File: config.mk
export PLATFORM = sky130hd
export DESIGN_NAME = wbu_writeback_sequencer_flat
export DESIGN_NICKNAME = d
export VERILOG_FILES = /design/src/rtl/wbu_writeback_sequencer_if.sv /design/src/rtl/wbu_writeback_sequencer.sv /design/src/flat_wrapper.sv
export SDC_FILE = /design/constraint.sdc
export NUM_CORES = 1
export LEC_CHECK = 0
export BUFFER_PORTS_ARGS = -buffer_cell sky130_fd_sc_hd__buf_4
export CAP_MARGIN = 20
export CELL_PAD_IN_SITES_DETAIL_PLACEMENT = 1
export CELL_PAD_IN_SITES_GLOBAL_PLACEMENT = 1
export CORE_MARGIN = 2
export CORE_UTILIZATION = 35
export DETAILED_ROUTE_END_ITERATION = 16
export GPL_TIMING_DRIVEN = 1
export PLACE_DENSITY_LB_ADDON = 0.1
export SYNTH_ARGS = -nofsm -noshare
export SYNTH_HDL_FRONTEND = slang
export SYNTH_SLANG_ARGS = --single-unit
File: constraint.sdc
create_clock -name clk -period 2.65 [get_ports clk]
set_input_delay 0.265 -clock clk [delete_from_list [all_inputs] [get_ports clk]]
set_output_delay 0.265 -clock clk [all_outputs]
set_load 0.05 [all_outputs]
File: src/rtl/wbu_writeback_sequencer_if.sv
// Write-back bus: instruction handshake from the memory stage plus the GPR/CSR
// write ports and retire/difftest signals that the write-back stage drives.
interface wbu_writeback_sequencer_if;
    logic        MEM_i_valid;
    logic        WB_o_ready;
    logic [31:0] MEM_i_pc;
    logic [31:0] MEM_i_inst;
    logic        MEM_i_commit;
    logic [4:0]  MEM_i_rd;
    logic [2:0]  MEM_i_csr_rd;
    logic        MEM_i_write_gpr;
    logic        MEM_i_write_csr;
    logic        MEM_i_mem_to_reg;
    logic        MEM_i_rv32_csrrw;
    logic        MEM_i_rv32_csrrs;
    logic        MEM_i_rv32_ecall;
    logic        MEM_i_system_halt;
    logic [31:0] MEM_i_alu_result;
    logic [31:0] MEM_i_mem_rdata;
    logic [31:0] MEM_i_csr_rs_data;

    logic [4:0]  WB_o_rd;
    logic        WB_o_RegWr;
    logic [31:0] WB_o_rf_busW;
    logic [2:0]  WB_o_csr_rd;
    logic        WB_o_CSRWr;
    logic [31:0] WB_o_csr_busW;
    logic        WB_o_commit;
    logic [31:0] WB_o_pc;
    logic [31:0] WB_o_inst;
    logic        WB_o_halt;

    modport master (
        output MEM_i_valid, MEM_i_pc, MEM_i_inst, MEM_i_commit, MEM_i_rd, MEM_i_csr_rd,
               MEM_i_write_gpr, MEM_i_write_csr, MEM_i_mem_to_reg, MEM_i_rv32_csrrw,
               MEM_i_rv32_csrrs, MEM_i_rv32_ecall, MEM_i_system_halt, MEM_i_alu_result,
               MEM_i_mem_rdata, MEM_i_csr_rs_data,
        input  WB_o_ready, WB_o_rd, WB_o_RegWr, WB_o_rf_busW, WB_o_csr_rd, WB_o_CSRWr,
               WB_o_csr_busW, WB_o_commit, WB_o_pc, WB_o_inst, WB_o_halt
    );

    modport slave (
        input  MEM_i_valid, MEM_i_pc, MEM_i_inst, MEM_i_commit, MEM_i_rd, MEM_i_csr_rd,
               MEM_i_write_gpr, MEM_i_write_csr, MEM_i_mem_to_reg, MEM_i_rv32_csrrw,
               MEM_i_rv32_csrrs, MEM_i_rv32_ecall, MEM_i_system_halt, MEM_i_alu_result,
               MEM_i_mem_rdata, MEM_i_csr_rs_data,
        output WB_o_ready, WB_o_rd, WB_o_RegWr, WB_o_rf_busW, WB_o_csr_rd, WB_o_CSRWr,
               WB_o_csr_busW, WB_o_commit, WB_o_pc, WB_o_inst, WB_o_halt
    );
endinterface

File: src/rtl/wbu_writeback_sequencer.sv
// Write-back stage: registers one retired instruction per handshake and drives the
// GPR/CSR write ports one cycle later; ecall is split into mepc then mcause writes.
module wbu_writeback_sequencer #(
    parameter logic [2:0]  CSR_MEPC    = 3'd3,
    parameter logic [2:0]  CSR_MCAUSE  = 3'd4,
    parameter logic [31:0] ECALL_CAUSE = 32'd11
) (
    input logic                      clk,
    input logic                      rst,
    wbu_writeback_sequencer_if.slave wb_if
);

    typedef enum logic [1:0] {
        S_IDLE,
        S_WRITE,
        S_ECALL2,
        S_HALTED
    } state_e;

    state_e      state_q, state_d;
    logic        ecall_pend_q, ecall_pend_d;
    logic        halt_pend_q, halt_pend_d;
    logic        regwr_q, regwr_d;
    logic [4:0]  rd_q, rd_d;
    logic [31:0] rf_busw_q, rf_busw_d;
    logic        csrwr_q, csrwr_d;
    logic [2:0]  csr_rd_q, csr_rd_d;
    logic [31:0] csr_busw_q, csr_busw_d;
    logic        commit_q, commit_d;
    logic [31:0] pc_q, pc_d;
    logic [31:0] inst_q, inst_d;
    logic        halt_q, halt_d;

    logic        ready;
    logic        accept;
    logic [31:0] gpr_result;

    always_comb begin
        if (wb_if.MEM_i_rv32_csrrw || wb_if.MEM_i_rv32_csrrs) begin
            gpr_result = wb_if.MEM_i_csr_rs_data;
        end else if (wb_if.MEM_i_mem_to_reg) begin
            gpr_result = wb_if.MEM_i_mem_rdata;
        end else begin
            gpr_result = wb_if.MEM_i_alu_result;
        end
    end

    // A WRITE cycle holding an ecall or a halt refuses new work: the ecall needs the
    // next cycle for its mcause write, and a halting instruction must be the last one.
    always_comb begin
        ready  = (state_q == S_IDLE) ||
                 ((state_q == S_WRITE) && !ecall_pend_q && !halt_pend_q);
        accept = wb_if.MEM_i_valid && ready;
    end

    always_comb begin
        // NOTE: every *_d is given a default before the case so that no path leaves it
        // unassigned; a missing default here would infer a latch.
        state_d      = state_q;
        ecall_pend_d = 1'b0;
        halt_pend_d  = 1'b0;
        regwr_d      = 1'b0;
        csrwr_d      = 1'b0;
        commit_d     = 1'b0;
        rd_d         = rd_q;
        rf_busw_d    = rf_busw_q;
        csr_rd_d     = csr_rd_q;
        csr_busw_d   = csr_busw_q;
        pc_d         = pc_q;
        inst_d       = inst_q;
        halt_d       = halt_q;

        unique case (state_q)
            S_IDLE, S_WRITE: begin
                if (ecall_pend_q) begin
                    state_d    = S_ECALL2;
                    csrwr_d    = 1'b1;
                    csr_rd_d   = CSR_MCAUSE;
                    csr_busw_d = ECALL_CAUSE;
                end else if (halt_pend_q) begin
                    state_d = S_HALTED;
                end else if (accept) begin
                    state_d  = S_WRITE;
                    pc_d     = wb_if.MEM_i_pc;
                    inst_d   = wb_if.MEM_i_inst;
                    commit_d = wb_if.MEM_i_commit;
                    if (wb_if.MEM_i_commit) begin
                        if (wb_if.MEM_i_rv32_ecall) begin
                            ecall_pend_d = 1'b1;
                            csrwr_d      = 1'b1;
                            csr_rd_d     = CSR_MEPC;
                            csr_busw_d   = wb_if.MEM_i_pc;
                        end else begin
                            if (wb_if.MEM_i_write_gpr && (wb_if.MEM_i_rd != 5'd0)) begin
                                regwr_d   = 1'b1;
                                rd_d      = wb_if.MEM_i_rd;
                                rf_busw_d = gpr_result;
                            end
                            if (wb_if.MEM_i_write_csr) begin
                                csrwr_d    = 1'b1;
                                csr_rd_d   = wb_if.MEM_i_csr_rd;
                                csr_busw_d = wb_if.MEM_i_alu_result;
                            end
                            if (wb_if.MEM_i_system_halt) begin
                                halt_pend_d = 1'b1;
                                halt_d      = 1'b1;
                            end
                        end
                    end
                end else begin
                    state_d = S_IDLE;
                end
            end
            S_ECALL2: state_d = S_IDLE;
            S_HALTED: state_d = S_HALTED;
            default:  state_d = S_IDLE;
        endcase
    end

    always_ff @(posedge clk) begin
        // NOTE: non-blocking assignments make every flop sample pre-edge values,
        // independent of statement order inside this block.
        if (rst) begin
            state_q      <= S_IDLE;
            ecall_pend_q <= 1'b0;
            halt_pend_q  <= 1'b0;
            regwr_q      <= 1'b0;
            rd_q         <= 5'd0;
            rf_busw_q    <= 32'd0;
            csrwr_q      <= 1'b0;
            csr_rd_q     <= 3'd0;
            csr_busw_q   <= 32'd0;
            commit_q     <= 1'b0;
            pc_q         <= 32'd0;
            inst_q       <= 32'd0;
            halt_q       <= 1'b0;
        end else begin
            state_q      <= state_d;
            ecall_pend_q <= ecall_pend_d;
            halt_pend_q  <= halt_pend_d;
            regwr_q      <= regwr_d;
            rd_q         <= rd_d;
            rf_busw_q    <= rf_busw_d;
            csrwr_q      <= csrwr_d;
            csr_rd_q     <= csr_rd_d;
            csr_busw_q   <= csr_busw_d;
            commit_q     <= commit_d;
            pc_q         <= pc_d;
            inst_q       <= inst_d;
            halt_q       <= halt_d;
        end
    end

    assign wb_if.WB_o_ready    = ready;
    assign wb_if.WB_o_rd       = rd_q;
    assign wb_if.WB_o_RegWr    = regwr_q;
    assign wb_if.WB_o_rf_busW  = rf_busw_q;
    assign wb_if.WB_o_csr_rd   = csr_rd_q;
    assign wb_if.WB_o_CSRWr    = csrwr_q;
    assign wb_if.WB_o_csr_busW = csr_busw_q;
    assign wb_if.WB_o_commit   = commit_q;
    assign wb_if.WB_o_pc       = pc_q;
    assign wb_if.WB_o_inst     = inst_q;
    assign wb_if.WB_o_halt     = halt_q;

endmodule

File: src/flat_wrapper.sv
// flat-port wrapper written by rule: the top's interface ports become plain ports
module wbu_writeback_sequencer_flat 
#(
    parameter logic [2:0]  CSR_MEPC    = 3'd3,
    parameter logic [2:0]  CSR_MCAUSE  = 3'd4,
    parameter logic [31:0] ECALL_CAUSE = 32'd11
)
  (clk, rst, wb_if_MEM_i_valid, wb_if_MEM_i_pc, wb_if_MEM_i_inst, wb_if_MEM_i_commit, wb_if_MEM_i_rd, wb_if_MEM_i_csr_rd, wb_if_MEM_i_write_gpr, wb_if_MEM_i_write_csr, wb_if_MEM_i_mem_to_reg, wb_if_MEM_i_rv32_csrrw, wb_if_MEM_i_rv32_csrrs, wb_if_MEM_i_rv32_ecall, wb_if_MEM_i_system_halt, wb_if_MEM_i_alu_result, wb_if_MEM_i_mem_rdata, wb_if_MEM_i_csr_rs_data, wb_if_WB_o_ready, wb_if_WB_o_rd, wb_if_WB_o_RegWr, wb_if_WB_o_rf_busW, wb_if_WB_o_csr_rd, wb_if_WB_o_CSRWr, wb_if_WB_o_csr_busW, wb_if_WB_o_commit, wb_if_WB_o_pc, wb_if_WB_o_inst, wb_if_WB_o_halt);
  wbu_writeback_sequencer_if wb_if_i ();
  input logic clk;
  input logic rst;
  input wire logic [$bits(wb_if_i.MEM_i_valid)-1:0] wb_if_MEM_i_valid;
  input wire logic [$bits(wb_if_i.MEM_i_pc)-1:0] wb_if_MEM_i_pc;
  input wire logic [$bits(wb_if_i.MEM_i_inst)-1:0] wb_if_MEM_i_inst;
  input wire logic [$bits(wb_if_i.MEM_i_commit)-1:0] wb_if_MEM_i_commit;
  input wire logic [$bits(wb_if_i.MEM_i_rd)-1:0] wb_if_MEM_i_rd;
  input wire logic [$bits(wb_if_i.MEM_i_csr_rd)-1:0] wb_if_MEM_i_csr_rd;
  input wire logic [$bits(wb_if_i.MEM_i_write_gpr)-1:0] wb_if_MEM_i_write_gpr;
  input wire logic [$bits(wb_if_i.MEM_i_write_csr)-1:0] wb_if_MEM_i_write_csr;
  input wire logic [$bits(wb_if_i.MEM_i_mem_to_reg)-1:0] wb_if_MEM_i_mem_to_reg;
  input wire logic [$bits(wb_if_i.MEM_i_rv32_csrrw)-1:0] wb_if_MEM_i_rv32_csrrw;
  input wire logic [$bits(wb_if_i.MEM_i_rv32_csrrs)-1:0] wb_if_MEM_i_rv32_csrrs;
  input wire logic [$bits(wb_if_i.MEM_i_rv32_ecall)-1:0] wb_if_MEM_i_rv32_ecall;
  input wire logic [$bits(wb_if_i.MEM_i_system_halt)-1:0] wb_if_MEM_i_system_halt;
  input wire logic [$bits(wb_if_i.MEM_i_alu_result)-1:0] wb_if_MEM_i_alu_result;
  input wire logic [$bits(wb_if_i.MEM_i_mem_rdata)-1:0] wb_if_MEM_i_mem_rdata;
  input wire logic [$bits(wb_if_i.MEM_i_csr_rs_data)-1:0] wb_if_MEM_i_csr_rs_data;
  output wire logic [$bits(wb_if_i.WB_o_ready)-1:0] wb_if_WB_o_ready;
  output wire logic [$bits(wb_if_i.WB_o_rd)-1:0] wb_if_WB_o_rd;
  output wire logic [$bits(wb_if_i.WB_o_RegWr)-1:0] wb_if_WB_o_RegWr;
  output wire logic [$bits(wb_if_i.WB_o_rf_busW)-1:0] wb_if_WB_o_rf_busW;
  output wire logic [$bits(wb_if_i.WB_o_csr_rd)-1:0] wb_if_WB_o_csr_rd;
  output wire logic [$bits(wb_if_i.WB_o_CSRWr)-1:0] wb_if_WB_o_CSRWr;
  output wire logic [$bits(wb_if_i.WB_o_csr_busW)-1:0] wb_if_WB_o_csr_busW;
  output wire logic [$bits(wb_if_i.WB_o_commit)-1:0] wb_if_WB_o_commit;
  output wire logic [$bits(wb_if_i.WB_o_pc)-1:0] wb_if_WB_o_pc;
  output wire logic [$bits(wb_if_i.WB_o_inst)-1:0] wb_if_WB_o_inst;
  output wire logic [$bits(wb_if_i.WB_o_halt)-1:0] wb_if_WB_o_halt;
  assign wb_if_i.MEM_i_valid = wb_if_MEM_i_valid;
  assign wb_if_i.MEM_i_pc = wb_if_MEM_i_pc;
  assign wb_if_i.MEM_i_inst = wb_if_MEM_i_inst;
  assign wb_if_i.MEM_i_commit = wb_if_MEM_i_commit;
  assign wb_if_i.MEM_i_rd = wb_if_MEM_i_rd;
  assign wb_if_i.MEM_i_csr_rd = wb_if_MEM_i_csr_rd;
  assign wb_if_i.MEM_i_write_gpr = wb_if_MEM_i_write_gpr;
  assign wb_if_i.MEM_i_write_csr = wb_if_MEM_i_write_csr;
  assign wb_if_i.MEM_i_mem_to_reg = wb_if_MEM_i_mem_to_reg;
  assign wb_if_i.MEM_i_rv32_csrrw = wb_if_MEM_i_rv32_csrrw;
  assign wb_if_i.MEM_i_rv32_csrrs = wb_if_MEM_i_rv32_csrrs;
  assign wb_if_i.MEM_i_rv32_ecall = wb_if_MEM_i_rv32_ecall;
  assign wb_if_i.MEM_i_system_halt = wb_if_MEM_i_system_halt;
  assign wb_if_i.MEM_i_alu_result = wb_if_MEM_i_alu_result;
  assign wb_if_i.MEM_i_mem_rdata = wb_if_MEM_i_mem_rdata;
  assign wb_if_i.MEM_i_csr_rs_data = wb_if_MEM_i_csr_rs_data;
  assign wb_if_WB_o_ready = wb_if_i.WB_o_ready;
  assign wb_if_WB_o_rd = wb_if_i.WB_o_rd;
  assign wb_if_WB_o_RegWr = wb_if_i.WB_o_RegWr;
  assign wb_if_WB_o_rf_busW = wb_if_i.WB_o_rf_busW;
  assign wb_if_WB_o_csr_rd = wb_if_i.WB_o_csr_rd;
  assign wb_if_WB_o_CSRWr = wb_if_i.WB_o_CSRWr;
  assign wb_if_WB_o_csr_busW = wb_if_i.WB_o_csr_busW;
  assign wb_if_WB_o_commit = wb_if_i.WB_o_commit;
  assign wb_if_WB_o_pc = wb_if_i.WB_o_pc;
  assign wb_if_WB_o_inst = wb_if_i.WB_o_inst;
  assign wb_if_WB_o_halt = wb_if_i.WB_o_halt;
  wbu_writeback_sequencer #(.CSR_MEPC(CSR_MEPC), .CSR_MCAUSE(CSR_MCAUSE), .ECALL_CAUSE(ECALL_CAUSE)) u_core (.clk(clk), .rst(rst), .wb_if(wb_if_i));
endmodule
Word level (Yosys, flattened, before mapping)
Cells that the tools add are included. W data, S select, Z words.

Bitwise logic cells: 6. Reductions and logical operators: 22. Mux-type cells: 27. Equal/unequal tests: 4.

Operators by type and width (count): $mux W32 (8); $mux W3 (6); $reduce_and A7 Y1 (2); $mux W1 (10); $reduce_or A7 Y1 (1); $not A1 Y1 (6); $pmux W2 S3 (1); $reduce_or A6 Y1 (1); $reduce_and A5 Y1 (1); $reduce_bool A5 Y1 (1); $reduce_or A5 Y1 (1); $eq A2 B2 Y1 const B (2); $logic_and A1 B1 Y1 (4); $mux W2 (2); $reduce_and A4 Y1 (1); $reduce_bool A2 Y1 (2); $reduce_or A2 Y1 (2); $reduce_bool A3 Y1 (1); $eq A2 B1 Y1 const B (1); $logic_not A1 Y1 (2); $logic_not A2 Y1 (1); $logic_or A1 B1 Y1 (2); $ne A2 B1 Y1 const B (1).

Word-level logic and storage cells: 72. Output and inout port bits: 141. Bits of input ports: 179. Flip-flop bits (word level): 144.

Longest topological paths before layout
Gate-level depths: netlist of the first run.

Word-level depth: 9. Depth in mapped cells: 7. Depth with buffers taken out: 4.

Worst setup path before layout of the first run
No wires, ideal clock.

Path type: reg-to-output. From: reg u_core.halt_pend_q. To: out wb_if_WB_o_ready. Path buffers: 0. Data required time: 2.385 ns. Data arrival time: 1.340 ns. Slack: 1.045 ns. Stages on the path, launching flop included: 3. Cells stage by stage: dfxtp_1 -> or2_1 -> a21oi_1.

Word-level cells in the longest chain between the ends: 3.

RTL lines: from (decl) (line wbu_writeback_sequencer.sv:22) `logic halt_pend_q, halt_pend_d;`; from (signal assigned) (line wbu_writeback_sequencer.sv:140) `halt_pend_q <= halt_pend_d;`; $logic_not A1 Y1 (line wbu_writeback_sequencer.sv:52) `((state_q == S_WRITE) && !ecall_pend_q && !halt_pend_q);`; $logic_and A1 B1 Y1 (line wbu_writeback_sequencer.sv:52); $logic_or A1 B1 Y1 (line wbu_writeback_sequencer.sv:51) `ready = (state_q == S_IDLE) ||`; to (decl) (line flat_wrapper.sv:28) `output wire logic [$bits(wb_if_i.WB_o_ready)-1:0] wb_if_WB_o_ready;`.

Every way passes these cells.

Final worst setup path of the first run
From: reg u_core.ecall_pend_q. To: reg u_core.csr_busw_q[12], in the netlist u_core.wb_if.WB_o_csr_busW[12].

Word-level cells in the longest chain between the ends: 7. Elaborated cells between the ends (all ways): 11. Those cells by class: eq/ne: 1; mux: 1; reduce/logical: 9.

RTL lines: from (decl) (line wbu_writeback_sequencer.sv:21) `logic ecall_pend_q, ecall_pend_d;`; from (signal assigned) (line wbu_writeback_sequencer.sv:139) `ecall_pend_q <= ecall_pend_d;`; $logic_not A1 Y1 (line wbu_writeback_sequencer.sv:52); $logic_and A1 B1 Y1 (2 in series) (line wbu_writeback_sequencer.sv:52); $logic_or A1 B1 Y1 (line wbu_writeback_sequencer.sv:51); $logic_and A1 B1 Y1 (line wbu_writeback_sequencer.sv:53) `accept = wb_if.MEM_i_valid && ready;`; $reduce_bool A2 Y1 (no source line); $reduce_and A5 Y1 (no source line); to (signal assigned) (line wbu_writeback_sequencer.sv:146) `csr_busw_q <= csr_busw_d;`; to (decl) (line wbu_writeback_sequencer.sv:28) `logic [31:0] csr_busw_q, csr_busw_d;`.

Several ways; a longest one is shown, not always the timed one. A chain may end at the register's enable or synchronous reset.

==> results of run 1 <==
[worst reg2reg max path, cell delays in order, from the launching register on]
cell	delay, ns
dfxtp_1	0.43
or2_1	0.32
a2111o_2	0.47
buf_4	0.36
nand3_1	0.29
o31ai_2	0.09
[synth_stat cells, types with 5 or more instances]
| cell | instances |
|---|---|
| nand2_1 | 168 |
| dfxtp_1 | 144 |
| a21oi_1 | 107 |
| mux2i_1 | 64 |
| clkbuf_1 | 36 |
| o2111ai_1 | 32 |
| nand3_1 | 31 |
| buf_2 | 21 |
| o21ai_0 | 20 |
| o31ai_2 | 20 |
| o21ai_1 | 19 |
| nor2_1 | 11 |
| o31ai_1 | 9 |
| buf_6 | 5 |
[per-stage QoR]
stage               setup WS, ns  hold slack, ns  cell area [sq um]  std cells
finish                     0.555          0.0810               9350       1244
global route               0.442          0.0775               9350       1244
CTS                        0.573          0.0648               9350       1244
detailed placement         0.625           0.447               8730       1212
global placement           0.701           0.443               8730       1212
floorplan                   1.05           0.401               6240        722
[how the worst max path moves through the flow]
stage / to / slack, ns / cells after the start
5_1_grt: u_core.wb_if.WB_o_csr_busW[3] / 0.44 / 4
2_1_floorplan: wb_if_WB_o_ready / 1.05 / 2
3_3_place_gp: u_core.wb_if.WB_o_csr_busW[12] / 0.70 / 5
3_5_place_dp: u_core.wb_if.WB_o_csr_busW[13] / 0.62 / 5
6_report: u_core.wb_if.WB_o_csr_busW[12] / 0.55 / 5
4_1_cts: u_core.wb_if.WB_o_csr_busW[15] / 0.57 / 5
[registers in the layout, summed over array words and instances, names as in the netlist, 3 cells and up, named ones only]
register                    flops
u_core.wb_if.WB_o_rf_busW      32
u_core.wb_if.WB_o_csr_rd        3
u_core.wb_if.WB_o_inst         32
u_core.wb_if.WB_o_rd            5
u_core.wb_if.WB_o_csr_busW     32
u_core.wb_if.WB_o_pc           32
[cell families after synthesis]
family	count (synthesis)	synth area share (%)
AOI/OAI and AO/OA	213	22.1
buffers and inverters	71	5.50
DFF	144	46.2
muxes	64	10.3
and+or+nand+nor	230	15.9
[metal layers]
metal | up-vias | share of wire (%)
met5 | - | 0
met3 | 33 | 8.8
met1 | 3108 | 38
met4 | 0 | 2.4
met2 | 205 | 51
li1 | 3125 | -
[where the power goes]
group / total (uW) / leakage, uW / internal (uW) / switching, uW
Combinational: 1220 / 0.00269 / 443 / 779
Clock: 2580 / 0.000304 / 1600 / 975
Sequential: 2330 / 0.00118 / 2270 / 57.9
[final cells by class]
type                    count  area [sq um]  share of cell area [%]
repair buffers            335          2530                    27.0
multi-input cells         507          3030                    32.4
inverters                   1          3.75                  0.0401
well taps                 225           282                    3.01
flip-flops and latches    144          2880                    30.8
clock inverters            13           185                    1.98
clock buffers              19           443                    4.74
==> results.txt, run 1 <==
Run status: completed
Top area cells in the synthesized netlist: dfxtp_1 (46%), mux2i_1 (10%), nand2_1 (10%), a21oi_1 (8.6%), o2111ai_1 (4.5%)
Capture point of the worst reg-to-reg path: u_core.wb_if.WB_o_csr_busW[12]
Clock skew after layout: 0.00676 ns
Kind of end point of the critical path: flip-flop
Std cell rows: 48
Synthesized area per cell: 8.64 sq um
Critical-path top delay cell: a2111o_2
Beginning of the critical path: u_core.ecall_pend_q
Global-route track usage on met3: 8.98%
Overall die width: 138 um
Synth area leader: dfxtp_1
Total power draw: 6130 uW
Clock slew seen by the registers of the worst setup and hold paths: 0.06 ns
CTS Hold Buffers Added: 0
Sort of element at the start of the critical path: flip-flop
Total Wirelength: 24.2 mm
Transition time at the pin with the least slew margin: 0.859 ns
Maximum fanout along the worst path: 65
Netlist cell types: 36
Dominant register cell in the synthesized netlist: dfxtp_1
Combined buffer and inverter count along the critical path: 1
Series of cell instances along the critical path: or2_1 > a2111o_2 > buf_4 > nand3_1 > o31ai_2
Latest clock arrival within the worst-skew pair: 0.42 ns
Unrepaired setup endpoints after global routing: false
P per Cell Area: 655 nW/um^2
Clock tree from TritonCTS: built
HP Class: input pin to flip-flop
Area of the die: 18900 sq um
Worst IR Drop VDD: 473 uV
Largest stage delay on the critical path: 0.47 ns
Layout overhead on the synthesized area: 49.9%
Proportion of synthesized flip-flops having asynchronous set or reset: 0%
Minimum clock period: 2.10 ns
Final Slew Violations: 0
Routed wirelength normalized by instance count: 19.4 um
Gr usage total: 24.6%
Worst relative slew slack: 42.8%
Initial detailed-routing violation count: 316
CTS Sinks: 144
Portion of the post-synthesis area used by sequential elements: 46.2%
ANT nets after route: 0
Mapped cell area: 6240 sq um
Launch point of the worst reg-to-reg path: u_core.ecall_pend_q
Weighted congestion reported at the end of routability-driven placement: 0.795
Depth of the most critical reg-to-reg path: 5
Number of nets in the finished design: 1185
CTS buffer count: 17
Gr busiest metal: met2
Number of storage elements in the synthesis netlist: 144
Final Hold Vio Count: 0
Critical path data arrival time: 2.37 ns
Via count of the first global-routing pass: 6235
Initial standard-cell utilization of the core: 35.9%
Gate Count Post-Synth: 722
Fraction of synthesized cell area taken by the top area cell type: 46.2%
Post-CTS resize count: 0
Internal reg-to-reg setup slack: 0.55 ns
Number of antenna violations at the first check in global routing: 0
Avg Vias per Cell: 5.20
Clk root buf: clkbuf_16
Static leakage power: 0.00417 uW
Max Root-Sink Buffers: 2
Number of buffers inserted by port buffering: 319
First-pass GRT wire length: 35.0 mm
Top achievable clock speed: 477 MHz
Top-level port count: 320
Required arrival time at the worst endpoint: 2.93 ns
Final cycle utilization of the critical path: 79.1%
Number of DRC violations after detailed routing: 0
Number of antenna cells inserted: 0
Post-layout util: 53.9%
HPWL after detailed placement: 17.2 mm
Max cap viols: 0
Highest-count cells in the layout ignoring fill and taps: buf_4 (334), nand2_1 (168), dfxtp_1 (144)
DR vias: 6471
Share of final-layout standard cells stronger than drive strength 1: 38.8%
Hold EP: u_core.halt_pend_q
Worst Path Class, Setup: flip-flop to flip-flop
Met1 GRT Util: 27.0%
Syn Nets: 901
Top Family by Delay on Critical Path: simple AND/OR/NAND/NOR gates
Global route total overflow: 0
H-tree depth: 4
DR pass1 iterations: 4
Height of the chip: 138 um
Met2 Track Usage GR: 43.3%
Number of flops mapped to enable cells by yosys: 0
Final setup vio count: 0
HP Start: wb_if_MEM_i_system_halt
Pin count of the biggest net entering global routing: 66
Post-CTS repair timing setup buffer count: 0
Final-layout setup total negative slack: 0 ns
Most common library cell in the layout ignoring fill and taps: buf_4
Area of the placeable core: 17400 sq um
Filler instances: 2051
Number of warnings reported in the yosys synthesis log: 0
Instance count along the most critical hold path: 2
Power figures use the tool's default switching activity.
==> inputs of run 2 (changes only) <==
Settings changed: ABC_AREA set to 1, CORE_UTILIZATION 35 to 31.
Clock period 2.65 ns to 2.12 ns, I/O delays scaled along.
==> results.txt, run 2 <==
Clk root buf: clkbuf_16
Max cap viols: 0 (unchanged)
First-pass GRT wire length: 40.1 mm (+14%)
Dominant register cell in the synthesized netlist: dfxtp_1
Hold WS: 0.0322 ns (-0.0489 ns)
Critical path data arrival time: 2.03 ns (-0.34 ns)
Worst relative slew slack: 50.4% (+7.7 points)
Launch point of the worst reg-to-reg path: u_core.state_q[1]
Top-level port count: 320 (unchanged)
Final Hold Vio Count: 0 (unchanged)
Number of antenna violations at the first check in global routing: 0 (unchanged)
Number of warnings reported in the yosys synthesis log: 0 (unchanged)
Highest-count cells in the layout ignoring fill and taps: buf_4 (336), nor2_1 (208), nand2_1 (174)
Filler instances: 2620 (+28%)
CTS Sinks: 144 (unchanged)
Number of storage elements in the synthesis netlist: 144 (unchanged)
Layout overhead on the synthesized area: 50.3%
Worst IR Drop VDD: 578 uV (+22%)
Internal reg-to-reg setup slack: 0.44 ns (-0.12 ns)
Top area cells in the synthesized netlist: dfxtp_1 (46%), nor2_1 (12%), o21ai_0 (11%), nand2_1 (10%), a21oi_1 (7.0%)
Instance count along the most critical hold path: 3 (+1)
Fraction of synthesized cell area taken by the top area cell type: 45.7% (-0.51 points)
Post-CTS repair timing setup buffer count: 0 (unchanged)
Initial standard-cell utilization of the core: 31.4% (-4.6 points)
Share of final-layout standard cells stronger than drive strength 1: 31.3% (-7.5 points)
Gate Count Post-Synth: 925 (+28%)
Max Root-Sink Buffers: 2 (unchanged)
Final setup vio count: 0 (unchanged)
Number of nets in the finished design: 1390 (+17%)
Placed Instances: 1462 (+21%)
ANT nets after route: 0 (unchanged)
Mapped cell area: 6310 sq um (+1.1%)
Number of antenna cells inserted: 0 (unchanged)
Static leakage power: 0.00436 uW (+4.7%)
Clock slew seen by the registers of the worst setup and hold paths: 0.07 ns (about the same)
Number of DRC violations after detailed routing: 0 (unchanged)
Number of buffers inserted by port buffering: 319 (unchanged)
Most frequent cell after synthesis: nor2_1
Required arrival time at the worst endpoint: 2.47 ns (-0.46 ns)
Clock skew after layout: 0.00801 ns (+0.00125 ns)
P per Cell Area: 853 nW/um^2 (+30%)
Clock network fraction of total power: 40.5% (-1.6 points)
Logic pwr share: 22.9% (+3.0 points)
Beginning of the critical path: u_core.state_q[1]
Area of the placeable core: 20100 sq um (+16%)
Pin count of the biggest net entering global routing: 68 (+3.0%)
Fin cells: 1494 (+20%)
Critical-path top delay cell: inv_2
Via count of the first global-routing pass: 6941 (+11%)
Final Slew Violations: 0 (unchanged)
H-tree depth: 4 (unchanged)
Initial detailed-routing violation count: 277 (-12%)
Run status: completed
Post-layout util: 47.1% (-6.7 points)
Largest stage delay on the critical path: 0.53 ns (+0.06 ns)
Capture point of the worst reg-to-reg path: u_core.wb_if.WB_o_rf_busW[7]
Proportion of synthesized flip-flops having asynchronous set or reset: 0% (unchanged)
DR pass1 iterations: 4 (unchanged)
Syn Nets: 1104 (+23%)
DR vias: 7083 (+9.5%)
Most frequent cells after synthesis: nor2_1 (209), nand2_1 (174), dfxtp_1 (144)
Routed wirelength normalized by instance count: 17.4 um (-11%)
HP Class: input pin to flip-flop
Hold EP: u_core.wb_if.WB_o_inst[12]
Sw Ratio: 32.0% (+2.4 points)
Global route total overflow: 0 (unchanged)
Latest clock arrival within the worst-skew pair: 0.43 ns (about the same)
CTS Hold Buffers Added: 0 (unchanged)
Kind of end point of the critical path: flip-flop
Total Wirelength: 26.0 mm (+7.4%)
Portion of the post-synthesis area used by sequential elements: 45.7% (-0.51 points)
Worst Path Class, Setup: flip-flop to flip-flop
Maximum fanout along the worst path: 37 (-43%)
Final-layout setup total negative slack: 0 ns (unchanged)
Combined buffer and inverter count along the critical path: 3 (+2)
Sequential Power Share: 36.6% (-1.4 points)
Transition time at the pin with the least slew margin: 0.744 ns (-0.115 ns)
Total net switching power: 2590 uW (+43%)
Number of flops mapped to enable cells by yosys: 0 (unchanged)
Series of cell instances along the critical path: nor2_1 > nand2_2 > inv_2 > nand2_2 > inv_2 > nand4_2 > inv_2 > nor2_1 > nor2_1
Post-CTS resize count: 0 (unchanged)
Synth area leader: dfxtp_1
Area of the die: 21500 sq um (+14%)
Gr busiest metal: met2
Height of the chip: 147 um (+6.7%)
Avg Vias per Cell: 4.74 (-8.9%)
Met2 Track Usage GR: 37.5% (-5.8 points)
HPWL after detailed placement: 18.9 mm (+9.7%)
HP Start: wb_if_MEM_i_inst[12]
Depth of the most critical reg-to-reg path: 9 (+4)
Gr usage total: 23.7% (-0.87 points)
Netlist cell types: 22 (-39%)
Most common library cell in the layout ignoring fill and taps: buf_4
Cell-internal power: 5500 uW (+27%)
Total power draw: 8090 uW (+32%)
Synthesized area per cell: 6.82 sq um (-21%)
Top achievable clock speed: 595 MHz (+25%)
Std cell rows: 52 (+8.3%)
Clock tree from TritonCTS: built
Sort of element at the start of the critical path: flip-flop
Final cycle utilization of the critical path: 79.3% (+0.19 points)
Global-route track usage on met3: 6.19% (-2.8 points)
CTS buffer count: 17 (unchanged)
Met1 GRT Util: 31.9% (+4.9 points)
Top Family by Delay on Critical Path: buffers and inverters
Weighted congestion reported at the end of routability-driven placement: 0.803 (+1.0%)
Unrepaired setup endpoints after global routing: false
Minimum clock period: 1.68 ns (-0.415 ns)
Overall die width: 147 um (+6.7%)
[run 2: changes by cell type after synthesis, sizes merged, moves of 2 or more]
cell,delta
nor2,+198
o21ai,+125
mux2i,-64
o2111ai,-32
inv,+30
o31ai,-29
a21oi,-19
nand2,+10
a221oi,-4
nand2b,-3
buf,+2
nand3,-2
nand4,+2
or3,-2
[run 2: per-layer routing]
layer  vias up  wire [um]
met4         0        469
met2       222      11800
met1      3265      11900
met5         -          0
li1       3571          -
met3        25       1830
[run 2: cell type report]
| class | instances | area (sq um) | share of cell area (%) |
|---|---|---|---|
| Timing Repair Buffer | 338 | 2560 | 27.0 |
| Clock inverter | 14 | 204 | 2.15 |
| Tap cell | 270 | 338 | 3.56 |
| Inverter | 32 | 120 | 1.27 |
| Multi-Input combinational cell | 678 | 2940 | 31.0 |
| Clock buffer | 18 | 429 | 4.53 |
| Sequential cell | 144 | 2880 | 30.4 |
[run 2: worst register-to-register path, cell delays in order, from the launching register on]
cell and delay [ns]:
dfxtp_1 0.32, nor2_1 0.13, nand2_2 0.09, inv_2 0.07
nand2_2 0.06, inv_2 0.07, nand4_2 0.10, inv_2 0.53
nor2_1 0.11, nor2_1 0.14
[run 2: how the worst max path moves through the flow]
stage / slack (ns) / cells past startpoint / endpoint
2_1_floorplan: 0.57 / 9 / u_core.wb_if.WB_o_csr_busW[21]
6_report: 0.44 / 9 / u_core.wb_if.WB_o_rf_busW[7]
4_1_cts: 0.42 / 9 / u_core.wb_if.WB_o_rf_busW[7]
3_5_place_dp: 0.40 / 7 / u_core.wb_if.WB_o_rf_busW[18]
5_1_grt: 0.27 / 9 / u_core.wb_if.WB_o_rf_busW[14]
3_3_place_gp: 0.46 / 7 / u_core.wb_if.WB_o_rd[0]
[run 2: cells by family after synthesis]
logic type / count (synthesis) / share of synthesized area [%]
and+or+nand+nor: 425 / 26.5
buffers and inverters: 103 / 7.70
DFF: 144 / 45.7
AOI/OAI and AO/OA: 253 / 20.1
[run 2: through the flow]
stage	instance area [sq um]	worst slack (ns)
5_1_grt	9480	0.273
6_report	9480	0.440
4_1_cts	9480	0.423
2_1_floorplan	6310	0.571
3_5_place_dp	8850	0.396
3_3_place_gp	8850	0.457
[run 2: power by group through the flow]
stage	sequential (uW)	combinational (uW)	clock, uW
6_report	2960	1850	3280
5_1_grt	2980	2000	3470
4_1_cts	2960	1870	3350
3_3_place_gp	3010	1850	0
2_1_floorplan	3580	552	0
3_5_place_dp	3020	1870	0
